<file path="src/rtl/cpu_ctrl_pkg.sv">
// Shared definitions for the multicycle RV32I controller and its datapath:
// state encoding, opcodes, ALU codes, mux encodings and the per-state control table.
package cpu_ctrl_pkg;

  typedef enum logic [4:0] {
    S_INIT,
    S_FETCH,
    S_DECODE,
    S_MEMADR,
    S_MEMREAD,
    S_MEMWB,
    S_MEMWRITE,
    S_EXEC_R,
    S_EXEC_I,
    S_ALUWB,
    S_BRANCH,
    S_JALR_ADR,
    S_JUMP,
    S_LUI,
    S_AUIPC,
    S_HALT,
    S_TRAP
  } state_e;

  localparam logic [6:0] OP_LOAD   = 7'b0000011;
  localparam logic [6:0] OP_STORE  = 7'b0100011;
  localparam logic [6:0] OP_R      = 7'b0110011;
  localparam logic [6:0] OP_I      = 7'b0010011;
  localparam logic [6:0] OP_BRANCH = 7'b1100011;
  localparam logic [6:0] OP_JAL    = 7'b1101111;
  localparam logic [6:0] OP_JALR   = 7'b1100111;
  localparam logic [6:0] OP_LUI    = 7'b0110111;
  localparam logic [6:0] OP_AUIPC  = 7'b0010111;
  localparam logic [6:0] OP_SYSTEM = 7'b1110011;

  localparam logic [3:0] ALU_ADD  = 4'd0;
  localparam logic [3:0] ALU_SUB  = 4'd1;
  localparam logic [3:0] ALU_AND  = 4'd2;
  localparam logic [3:0] ALU_OR   = 4'd3;
  localparam logic [3:0] ALU_XOR  = 4'd4;
  localparam logic [3:0] ALU_SLL  = 4'd5;
  localparam logic [3:0] ALU_SRL  = 4'd6;
  localparam logic [3:0] ALU_SRA  = 4'd7;
  localparam logic [3:0] ALU_SLT  = 4'd8;
  localparam logic [3:0] ALU_SLTU = 4'd9;

  localparam logic [1:0] SRC_A_PC     = 2'b00;
  localparam logic [1:0] SRC_A_RS1    = 2'b01;
  localparam logic [1:0] SRC_A_OLD_PC = 2'b10;
  localparam logic [1:0] SRC_A_ZERO   = 2'b11;

  localparam logic [1:0] SRC_B_RS2  = 2'b00;
  localparam logic [1:0] SRC_B_FOUR = 2'b01;
  localparam logic [1:0] SRC_B_IMM  = 2'b10;
  localparam logic [1:0] SRC_B_ZERO = 2'b11;

  localparam logic [1:0] RES_ALU_OUT    = 2'b00;
  localparam logic [1:0] RES_MEM_DATA   = 2'b01;
  localparam logic [1:0] RES_ALU_RESULT = 2'b10;

  typedef struct packed {
    logic       mem_write;
    logic       reg_write;
    logic       ir_write;
    logic       pc_write;
    logic       instruction_or_data;
    logic [1:0] result_src;
    logic [1:0] alu_src_a;
    logic [1:0] alu_src_b;
    logic [3:0] alu_control;
  } ctrl_t;

  localparam ctrl_t CTRL_IDLE = '{
    mem_write:           1'b0,
    reg_write:           1'b0,
    ir_write:            1'b0,
    pc_write:            1'b0,
    instruction_or_data: 1'b0,
    result_src:          RES_ALU_OUT,
    alu_src_a:           SRC_A_PC,
    alu_src_b:           SRC_B_RS2,
    alu_control:         ALU_ADD
  };

  function automatic state_e next_state(input state_e s, input logic [6:0] opcode);
    state_e n;
    n = S_INIT;
    case (s)
      S_INIT:     n = S_FETCH;
      S_FETCH:    n = S_DECODE;
      S_DECODE: begin
        case (opcode)
          OP_LOAD, OP_STORE: n = S_MEMADR;
          OP_R:              n = S_EXEC_R;
          OP_I:              n = S_EXEC_I;
          OP_BRANCH:         n = S_BRANCH;
          OP_JAL:            n = S_JUMP;
          OP_JALR:           n = S_JALR_ADR;
          OP_LUI:            n = S_LUI;
          OP_AUIPC:          n = S_AUIPC;
          OP_SYSTEM:         n = S_HALT;
          default:           n = S_TRAP;
        endcase
      end
      S_MEMADR:   n = (opcode == OP_STORE) ? S_MEMWRITE : S_MEMREAD;
      S_MEMREAD:  n = S_MEMWB;
      S_MEMWB:    n = S_FETCH;
      S_MEMWRITE: n = S_FETCH;
      S_EXEC_R:   n = S_ALUWB;
      S_EXEC_I:   n = S_ALUWB;
      S_ALUWB:    n = S_FETCH;
      S_BRANCH:   n = S_FETCH;
      S_JALR_ADR: n = S_JUMP;
      S_JUMP:     n = S_ALUWB;
      S_LUI:      n = S_ALUWB;
      S_AUIPC:    n = S_ALUWB;
      S_HALT:     n = S_HALT;
      S_TRAP:     n = S_TRAP;
      default:    n = S_INIT;
    endcase
    return n;
  endfunction

  // Control word for a state; branch pc_write is added by the top from branch_taken.
  function automatic ctrl_t ctrl_for(input state_e s, input logic [3:0] exec_op);
    ctrl_t c;
    c = CTRL_IDLE;
    case (s)
      S_FETCH: begin
        c.ir_write   = 1'b1;
        c.pc_write   = 1'b1;
        c.alu_src_a  = SRC_A_PC;
        c.alu_src_b  = SRC_B_FOUR;
        c.result_src = RES_ALU_RESULT;
      end
      S_DECODE, S_AUIPC: begin
        c.alu_src_a = SRC_A_OLD_PC;
        c.alu_src_b = SRC_B_IMM;
      end
      S_MEMADR, S_JALR_ADR: begin
        c.alu_src_a = SRC_A_RS1;
        c.alu_src_b = SRC_B_IMM;
      end
      S_MEMREAD: begin
        c.instruction_or_data = 1'b1;
        c.result_src          = RES_ALU_OUT;
      end
      S_MEMWB: begin
        c.result_src = RES_MEM_DATA;
        c.reg_write  = 1'b1;
      end
      S_MEMWRITE: c.mem_write = 1'b1;
      S_EXEC_R: begin
        c.alu_src_a   = SRC_A_RS1;
        c.alu_src_b   = SRC_B_RS2;
        c.alu_control = exec_op;
      end
      S_EXEC_I: begin
        c.alu_src_a   = SRC_A_RS1;
        c.alu_src_b   = SRC_B_IMM;
        c.alu_control = exec_op;
      end
      S_ALUWB: begin
        c.result_src = RES_ALU_OUT;
        c.reg_write  = 1'b1;
      end
      S_BRANCH: c.result_src = RES_ALU_OUT;
      S_JUMP: begin
        c.result_src = RES_ALU_OUT;
        c.pc_write   = 1'b1;
        c.alu_src_a  = SRC_A_OLD_PC;
        c.alu_src_b  = SRC_B_FOUR;
      end
      S_LUI: begin
        c.alu_src_a = SRC_A_ZERO;
        c.alu_src_b = SRC_B_IMM;
      end
      default: c = CTRL_IDLE;
    endcase
    return c;
  endfunction

endpackage

</file>
<file path="src/rtl/multicycle_controller_if.sv">
// Control bus between the multicycle controller (master) and the RV32I datapath (slave).
interface multicycle_controller_if;
  logic [31:0] instr;
  logic        zero_flag;
  logic        branch_taken;
  logic        mem_write;
  logic        reg_write;
  logic        ir_write;
  logic        pc_write;
  logic        instruction_or_data;
  logic [1:0]  result_src;
  logic [1:0]  alu_src_a;
  logic [1:0]  alu_src_b;
  logic [2:0]  branch_type;
  logic [3:0]  alu_control;
  logic        halted;
  logic        illegal;
  logic [31:0] instret;

  modport master (
    input  instr, zero_flag, branch_taken,
    output mem_write, reg_write, ir_write, pc_write, instruction_or_data,
           result_src, alu_src_a, alu_src_b, branch_type, alu_control,
           halted, illegal, instret
  );

  modport slave (
    output instr, zero_flag, branch_taken,
    input  mem_write, reg_write, ir_write, pc_write, instruction_or_data,
           result_src, alu_src_a, alu_src_b, branch_type, alu_control,
           halted, illegal, instret
  );
endinterface

</file>
<file path="src/rtl/alu_decoder.sv">
// Maps funct3/funct7[5] of an R- or I-type instruction to an ALU operation code.
module alu_decoder
  import cpu_ctrl_pkg::*;
(
  input  logic       is_r,
  input  logic [2:0] funct3,
  input  logic       funct7_5,
  output logic [3:0] alu_control
);

  always_comb begin
    // NOTE: default assigned first so every path drives alu_control and no latch is inferred.
    alu_control = ALU_ADD;
    case (funct3)
      3'b000: alu_control = (is_r && funct7_5) ? ALU_SUB : ALU_ADD;
      3'b001: alu_control = ALU_SLL;
      3'b010: alu_control = ALU_SLT;
      3'b011: alu_control = ALU_SLTU;
      3'b100: alu_control = ALU_XOR;
      3'b101: alu_control = funct7_5 ? ALU_SRA : ALU_SRL;
      3'b110: alu_control = ALU_OR;
      3'b111: alu_control = ALU_AND;
      default: alu_control = ALU_ADD;
    endcase
  end

endmodule

</file>
<file path="src/rtl/multicycle_controller.sv">
// Multicycle RV32I control FSM: sequences fetch/decode/execute/memory/writeback,
// drives the datapath enables and selects, counts retired instructions.
module multicycle_controller
  import cpu_ctrl_pkg::*;
(
  input  logic                    clk,
  input  logic                    reset,
  multicycle_controller_if.master bus
);

  state_e      state;
  state_e      nxt;
  ctrl_t       ctrl_q;
  logic        halted_q;
  logic        illegal_q;
  logic [31:0] instret_q;
  logic [3:0]  dec_alu;
  logic        unused_bits;

  alu_decoder u_alu_decoder (
    .is_r        (bus.instr[6:0] == OP_R),
    .funct3      (bus.instr[14:12]),
    .funct7_5    (bus.instr[30]),
    .alu_control (dec_alu)
  );

  assign nxt = next_state(state, bus.instr[6:0]);

  always_ff @(posedge clk or posedge reset) begin
    if (reset) begin
      state     <= S_INIT;
      ctrl_q    <= CTRL_IDLE;
      halted_q  <= 1'b0;
      illegal_q <= 1'b0;
      instret_q <= '0;
    end else begin
      // NOTE: non-blocking updates; outputs are loaded with the control word of the
      // state being entered, so they are registered Moore outputs with no glitches.
      state  <= nxt;
      ctrl_q <= ctrl_for(nxt, dec_alu);
      if (nxt == S_HALT) halted_q  <= 1'b1;
      if (nxt == S_TRAP) illegal_q <= 1'b1;
      if (nxt == S_FETCH && state != S_INIT) instret_q <= instret_q + 32'd1;
    end
  end

  assign bus.mem_write           = ctrl_q.mem_write;
  assign bus.reg_write           = ctrl_q.reg_write;
  assign bus.ir_write            = ctrl_q.ir_write;
  // Branch condition is only valid once the register file has been read, so sample it in S_BRANCH.
  assign bus.pc_write            = ctrl_q.pc_write | ((state == S_BRANCH) & bus.branch_taken);
  assign bus.instruction_or_data = ctrl_q.instruction_or_data;
  assign bus.result_src          = ctrl_q.result_src;
  assign bus.alu_src_a           = ctrl_q.alu_src_a;
  assign bus.alu_src_b           = ctrl_q.alu_src_b;
  assign bus.alu_control         = ctrl_q.alu_control;
  assign bus.branch_type         = bus.instr[14:12];
  assign bus.halted              = halted_q;
  assign bus.illegal             = illegal_q;
  assign bus.instret             = instret_q;

  // zero_flag is carried for debug visibility only; other IR fields belong to the datapath.
  assign unused_bits = ^{bus.zero_flag, bus.instr[31], bus.instr[29:15], bus.instr[11:7]};

endmodule

</file>
<file path="src/flat_wrapper.sv">
// flat-port wrapper written by rule: the top's interface ports become plain ports
module multicycle_controller_flat import cpu_ctrl_pkg::*;
  (clk, reset, bus_instr, bus_zero_flag, bus_branch_taken, bus_mem_write, bus_reg_write, bus_ir_write, bus_pc_write, bus_instruction_or_data, bus_result_src, bus_alu_src_a, bus_alu_src_b, bus_branch_type, bus_alu_control, bus_halted, bus_illegal, bus_instret);
  multicycle_controller_if bus_i ();
  input  logic clk;
  input  logic reset;
  input wire logic [$bits(bus_i.instr)-1:0] bus_instr;
  input wire logic [$bits(bus_i.zero_flag)-1:0] bus_zero_flag;
  input wire logic [$bits(bus_i.branch_taken)-1:0] bus_branch_taken;
  output wire logic [$bits(bus_i.mem_write)-1:0] bus_mem_write;
  output wire logic [$bits(bus_i.reg_write)-1:0] bus_reg_write;
  output wire logic [$bits(bus_i.ir_write)-1:0] bus_ir_write;
  output wire logic [$bits(bus_i.pc_write)-1:0] bus_pc_write;
  output wire logic [$bits(bus_i.instruction_or_data)-1:0] bus_instruction_or_data;
  output wire logic [$bits(bus_i.result_src)-1:0] bus_result_src;
  output wire logic [$bits(bus_i.alu_src_a)-1:0] bus_alu_src_a;
  output wire logic [$bits(bus_i.alu_src_b)-1:0] bus_alu_src_b;
  output wire logic [$bits(bus_i.branch_type)-1:0] bus_branch_type;
  output wire logic [$bits(bus_i.alu_control)-1:0] bus_alu_control;
  output wire logic [$bits(bus_i.halted)-1:0] bus_halted;
  output wire logic [$bits(bus_i.illegal)-1:0] bus_illegal;
  output wire logic [$bits(bus_i.instret)-1:0] bus_instret;
  assign bus_i.instr = bus_instr;
  assign bus_i.zero_flag = bus_zero_flag;
  assign bus_i.branch_taken = bus_branch_taken;
  assign bus_mem_write = bus_i.mem_write;
  assign bus_reg_write = bus_i.reg_write;
  assign bus_ir_write = bus_i.ir_write;
  assign bus_pc_write = bus_i.pc_write;
  assign bus_instruction_or_data = bus_i.instruction_or_data;
  assign bus_result_src = bus_i.result_src;
  assign bus_alu_src_a = bus_i.alu_src_a;
  assign bus_alu_src_b = bus_i.alu_src_b;
  assign bus_branch_type = bus_i.branch_type;
  assign bus_alu_control = bus_i.alu_control;
  assign bus_halted = bus_i.halted;
  assign bus_illegal = bus_i.illegal;
  assign bus_instret = bus_i.instret;
  multicycle_controller u_core (.clk(clk), .reset(reset), .bus(bus_i));
endmodule
</file>
<file path="config.mk">
export PLATFORM = sky130hd
export DESIGN_NAME = multicycle_controller_flat
export DESIGN_NICKNAME = d
export VERILOG_FILES = /design/src/rtl/cpu_ctrl_pkg.sv /design/src/rtl/multicycle_controller_if.sv /design/src/rtl/alu_decoder.sv /design/src/rtl/multicycle_controller.sv /design/src/flat_wrapper.sv
export SDC_FILE = /design/constraint.sdc
export NUM_CORES = 1
export LEC_CHECK = 0
export ABC_AREA = 1
export BUFFER_PORTS_ARGS = -buffer_cell sky130_fd_sc_hd__clkbuf_2
export CAP_MARGIN = 20
export CORE_MARGIN = 2
export CORE_UTILIZATION = 40
export DETAILED_ROUTE_END_ITERATION = 12
export PLACE_DENSITY = 0.65
export SETUP_SLACK_MARGIN = 0.1
export SYNTH_ARGS = -nofsm -noshare
export SYNTH_HDL_FRONTEND = slang
export SYNTH_SLANG_ARGS = --single-unit
</file>
<file path="constraint.sdc">
create_clock -name clk -period 2.55 [get_ports clk]
set_clock_uncertainty 0.1 [all_clocks]
set_input_delay 0.3825 -clock clk [delete_from_list [all_inputs] [get_ports clk]]
set_output_delay 0.3825 -clock clk [all_outputs]
set_load 0.05 [all_outputs]
</file>
==> metrics list <==
- The library cell used most frequently in the layout, excluding fill and tap cells, is sky130_fd_sc_hd__nand2_1.
* H-Tree Level Count: 2
- Data arrives at the worst endpoint at about 1.5 ns.
* Final Core Density: roughly 47%
- For this design the static power due to leakage is approximately 1.9 nW.
- Setup repair after global routing left no endpoint under its margin.
* Post-route total power: between 2 and 3 mW
- Fmax: between 0.4 and 0.5 GHz
* Y dimension of the die: between 90 and 100 um
- Antenna diode count: 0
* Die Span X: between 90 and 100 um
- The flow ran to the end, and the final reports show no timing, DRC or antenna violations.
- For this run, the slowest stage of the critical path takes ~0.45 ns.
- For the worst-skew pair, the clock arrives at the later sink with an insertion delay of ~0.31 ns.
- Counting both buffers and inverters, the worst setup path holds a total of 2.
- GRT overflow: 0
- Final period utilization: a little under 80%
- Across the VDD grid, the largest voltage drop is roughly 0.31 mV.
- Core region area: around 0.0073 sq mm
* Number of distinct library cells after synthesis: 32
- Final design area excluding fillers: between 0.003 and 0.004 sq mm
- Top delay family on crit path: flip-flops
- End of the worst register-to-register path: u_core.bus.instret[28]
- Clock-pin slew reported for the worst setup and hold paths after clock tree synthesis: ~0.10 ns
- Post-Place Cell Area: between 0.003 and 0.004 sq mm
- Among all stages on the critical path, the largest delay is contributed by sky130_fd_sc_hd__dfrtp_1.
- Top-Level Pins: between 80 and 90
* First-pass GRT wire length: approximately 10000 um
- Hold buffer count at CTS: 0
- The clock drives 53 sinks.
- Share of final-layout standard cells stronger than drive strength 1: a little under 30%
- Timing analysis after detailed placement gives a worst setup slack of about 0.66 ns.
- In this run the tightest slew margin relative to its limit is between 50% and 60%.
- In this run the deepest clock path goes through 2 buffers.
- The final layout contains 460 nets.
- Tot GR Track Use: between 10% and 20%
* Required @ worst endpoint: between 2 and 2.5 ns
- In this run the mean area of a mapped cell was ~8 sq um.
- Fraction of the yosys area taken by sequential cells: around 44%
- Number of warnings reported in the yosys synthesis log: 0
- Of all nets on the critical path, the largest fanout is 6.
* Iteration count of the initial detailed-routing pass: 4
* Highest-count cells in the layout ignoring fill and taps: sky130_fd_sc_hd__nand2_1 (81), sky130_fd_sc_hd__clkbuf_2 (65), sky130_fd_sc_hd__dfrtp_1 (53)
- Max-Cap Viols: 0
- Cell-by-cell listing of the critical path: inv_2, nor2_1, nand3_1, o21bai_1, clkbuf_2
- Vias in the first global route: ~2300
- Initial detailed-routing violation count: 43
- The number of slew-limit violations in the final report is 0.
* Cells after synthesis: around 360
- The die covers around 0.0082 sq mm.
- For the worst flop-to-flop path, the logic depth is 8.
* Via count: between 2000 and 2500
* Root buffer selected by CTS: sky130_fd_sc_hd__clkbuf_8
* Fin Setup TNS: 0 ns
- CP startpoint kind: flip-flop
- TritonCTS built the clock tree.
- When the netlist entered floorplanning its net count stood at roughly 400.
- Routed WL per cell: approximately 11 um
- The most used flip-flop cell after synthesis is sky130_fd_sc_hd__dfrtp_1.
* Slack of the worst reg-to-reg path: around 0.66 ns
- Power density over the cells: between 700 and 800 mW/mm^2
- Leaving out filler cells and counting taps, the final layout contains 523.
- # placed instances: ~500
- The synthesized design contains 0 enable-type register cells.
- Buffers added to address setup during post-CTS repair amount to 0.
* Post-synthesis instance area: 0.00300 sq mm
- Final count of negative-setup-slack endpoints: 0
- Number of failing hold endpoints at the final stage: 0
- Detailed placement finished with a half-perimeter wire length of around 4400 um.
- The worst setup path is captured at an output pin.
* Actual transition at the worst max-transition pin: 0.660 ns
* Resized Gates After CTS: 0
* Relative area change from synthesis to final layout: 14.7%
- Number of antenna violations at the first check in global routing: 0
- Minimum clock period: 2.00 ns
- The tightest min-delay check is of the in2async type.
- Worst setup margin: between 0.5 and 0.6 ns
* Number of rows created at floorplan: 31
- Critical setup path kind: reg2out
* Post-Route Hold Slack: ~0.13 ns
* Post-route antenna net violation count: 0
- After detailed routing, the number of remaining DRC violations is 0.
* Gp weighted congestion: 0.800
* Number of synthesized register bits: 53
- Maximum number of pins on one net before global-route repair: 54
* Starting density of the core: 41.3%
- Num CTS Buffers: 5
- After detailed routing, the number of vias per cell comes to roughly 4.6.
* Total detailed-routing wirelength: 5790 um
- Fraction of registers with async set/reset: between 90% and 100%
- During placement, the flow inserted port buffers numbering 65.
- The worst register-to-register path begins at u_core.bus.instret[0].
[where the power goes]
part           internal, mW  total, mW  switching, mW
sequential            0.956       1.05         0.0913
clock                 0.196      0.478          0.282
combinational         0.296       1.19          0.892
[cell families (layout without fill, tap and decap cells)]
| logic type | after synthesis | after routing | synth area share [%] |
|---|---|---|---|
| AO/OA/AOI/OAI | 22 | 22 | 3.97 |
| XOR/XNOR | 29 | 29 | 8.48 |
| AND/OR/NAND/NOR | 203 | 203 | 34.2 |
| buffers and inverters | 56 | 116 | 8.68 |
| adder cells (fa/ha/maj) | 1 | 1 | 0.417 |
| flip-flops | 53 | 53 | 44.3 |
[routing by layer]
metal / wire length [um] / track usage, % / share of wire [%]
met1: 2600 / 18.4 / 45
met2: 2890 / 26.9 / 50
met5: 0 / 0 / 0
met3: 243 / 3.01 / 4.2
met4: 54 / 3.08 / 0.93
[cell type report]
cell class                 count  area (sq um)
clock buffer                   6          72.6
clock inverter                 2          13.8
fill                         721          3820
inverter                      42           158
multi-input combinational    255          1410
sequential                    53          1330
tap                           99           124
timing repair buffer          66           333
[cell usage after synthesis, types with 4 or more instances]
cell type | number | area, sq um
sky130_fd_sc_hd__a21oi_1 | 11 | 55.1
sky130_fd_sc_hd__buf_4 | 13 | 97.6
sky130_fd_sc_hd__dfrtp_1 | 53 | 1330
sky130_fd_sc_hd__inv_1 | 31 | 116
sky130_fd_sc_hd__inv_2 | 11 | 41.3
sky130_fd_sc_hd__nand2_1 | 81 | 304
sky130_fd_sc_hd__nand2_2 | 8 | 50.1
sky130_fd_sc_hd__nand3_1 | 25 | 125
sky130_fd_sc_hd__nand3_2 | 4 | 40.0
sky130_fd_sc_hd__nor2_1 | 50 | 188
sky130_fd_sc_hd__nor2_2 | 11 | 68.8
sky130_fd_sc_hd__nor2_4 | 5 | 56.3
sky130_fd_sc_hd__o21ai_0 | 6 | 30.0
sky130_fd_sc_hd__xnor2_1 | 10 | 87.6
sky130_fd_sc_hd__xor2_1 | 19 | 166
[how the worst max path moves through the flow]
| stage | cells past startpoint | to | slack, ns | start |
|---|---|---|---|---|
| finish | 5 | bus_pc_write | 0.55 | u_core.state[3] |
| global route | 8 | u_core.bus.instret[28] | 0.45 | u_core.bus.instret[0] |
| CTS | 5 | bus_pc_write | 0.56 | u_core.state[3] |
| detailed placement | 16 | u_core.bus.alu_src_b[1] | 0.66 | bus_instr[3] |
| global placement | 11 | u_core.bus.instret[31] | 0.70 | u_core.state[2] |
| floorplan | 8 | u_core.bus.instret[28] | 0.52 | u_core.bus.instret[0] |
[worst reg2reg max path: stages (launching register included)]
cell and delay [ns]:
sky130_fd_sc_hd__dfrtp_1 0.44, sky130_fd_sc_hd__ha_1 0.23, sky130_fd_sc_hd__nand3_1 0.18, sky130_fd_sc_hd__nor3_4 0.29
sky130_fd_sc_hd__nand3_2 0.12, sky130_fd_sc_hd__nor2_4 0.12, sky130_fd_sc_hd__nand2_2 0.09, sky130_fd_sc_hd__nor2_2 0.10
sky130_fd_sc_hd__xor2_1 0.15
[state kept, by name, summed over array words and instances, names as in the netlist, 2 cells and up]
register and flops:
u_core.bus.instret 32, u_core.state 5, u_core.bus.alu_control 4, u_core.bus.alu_src_a 2, u_core.bus.alu_src_b 2
Note: power is estimated with default switching activity, not from simulation.
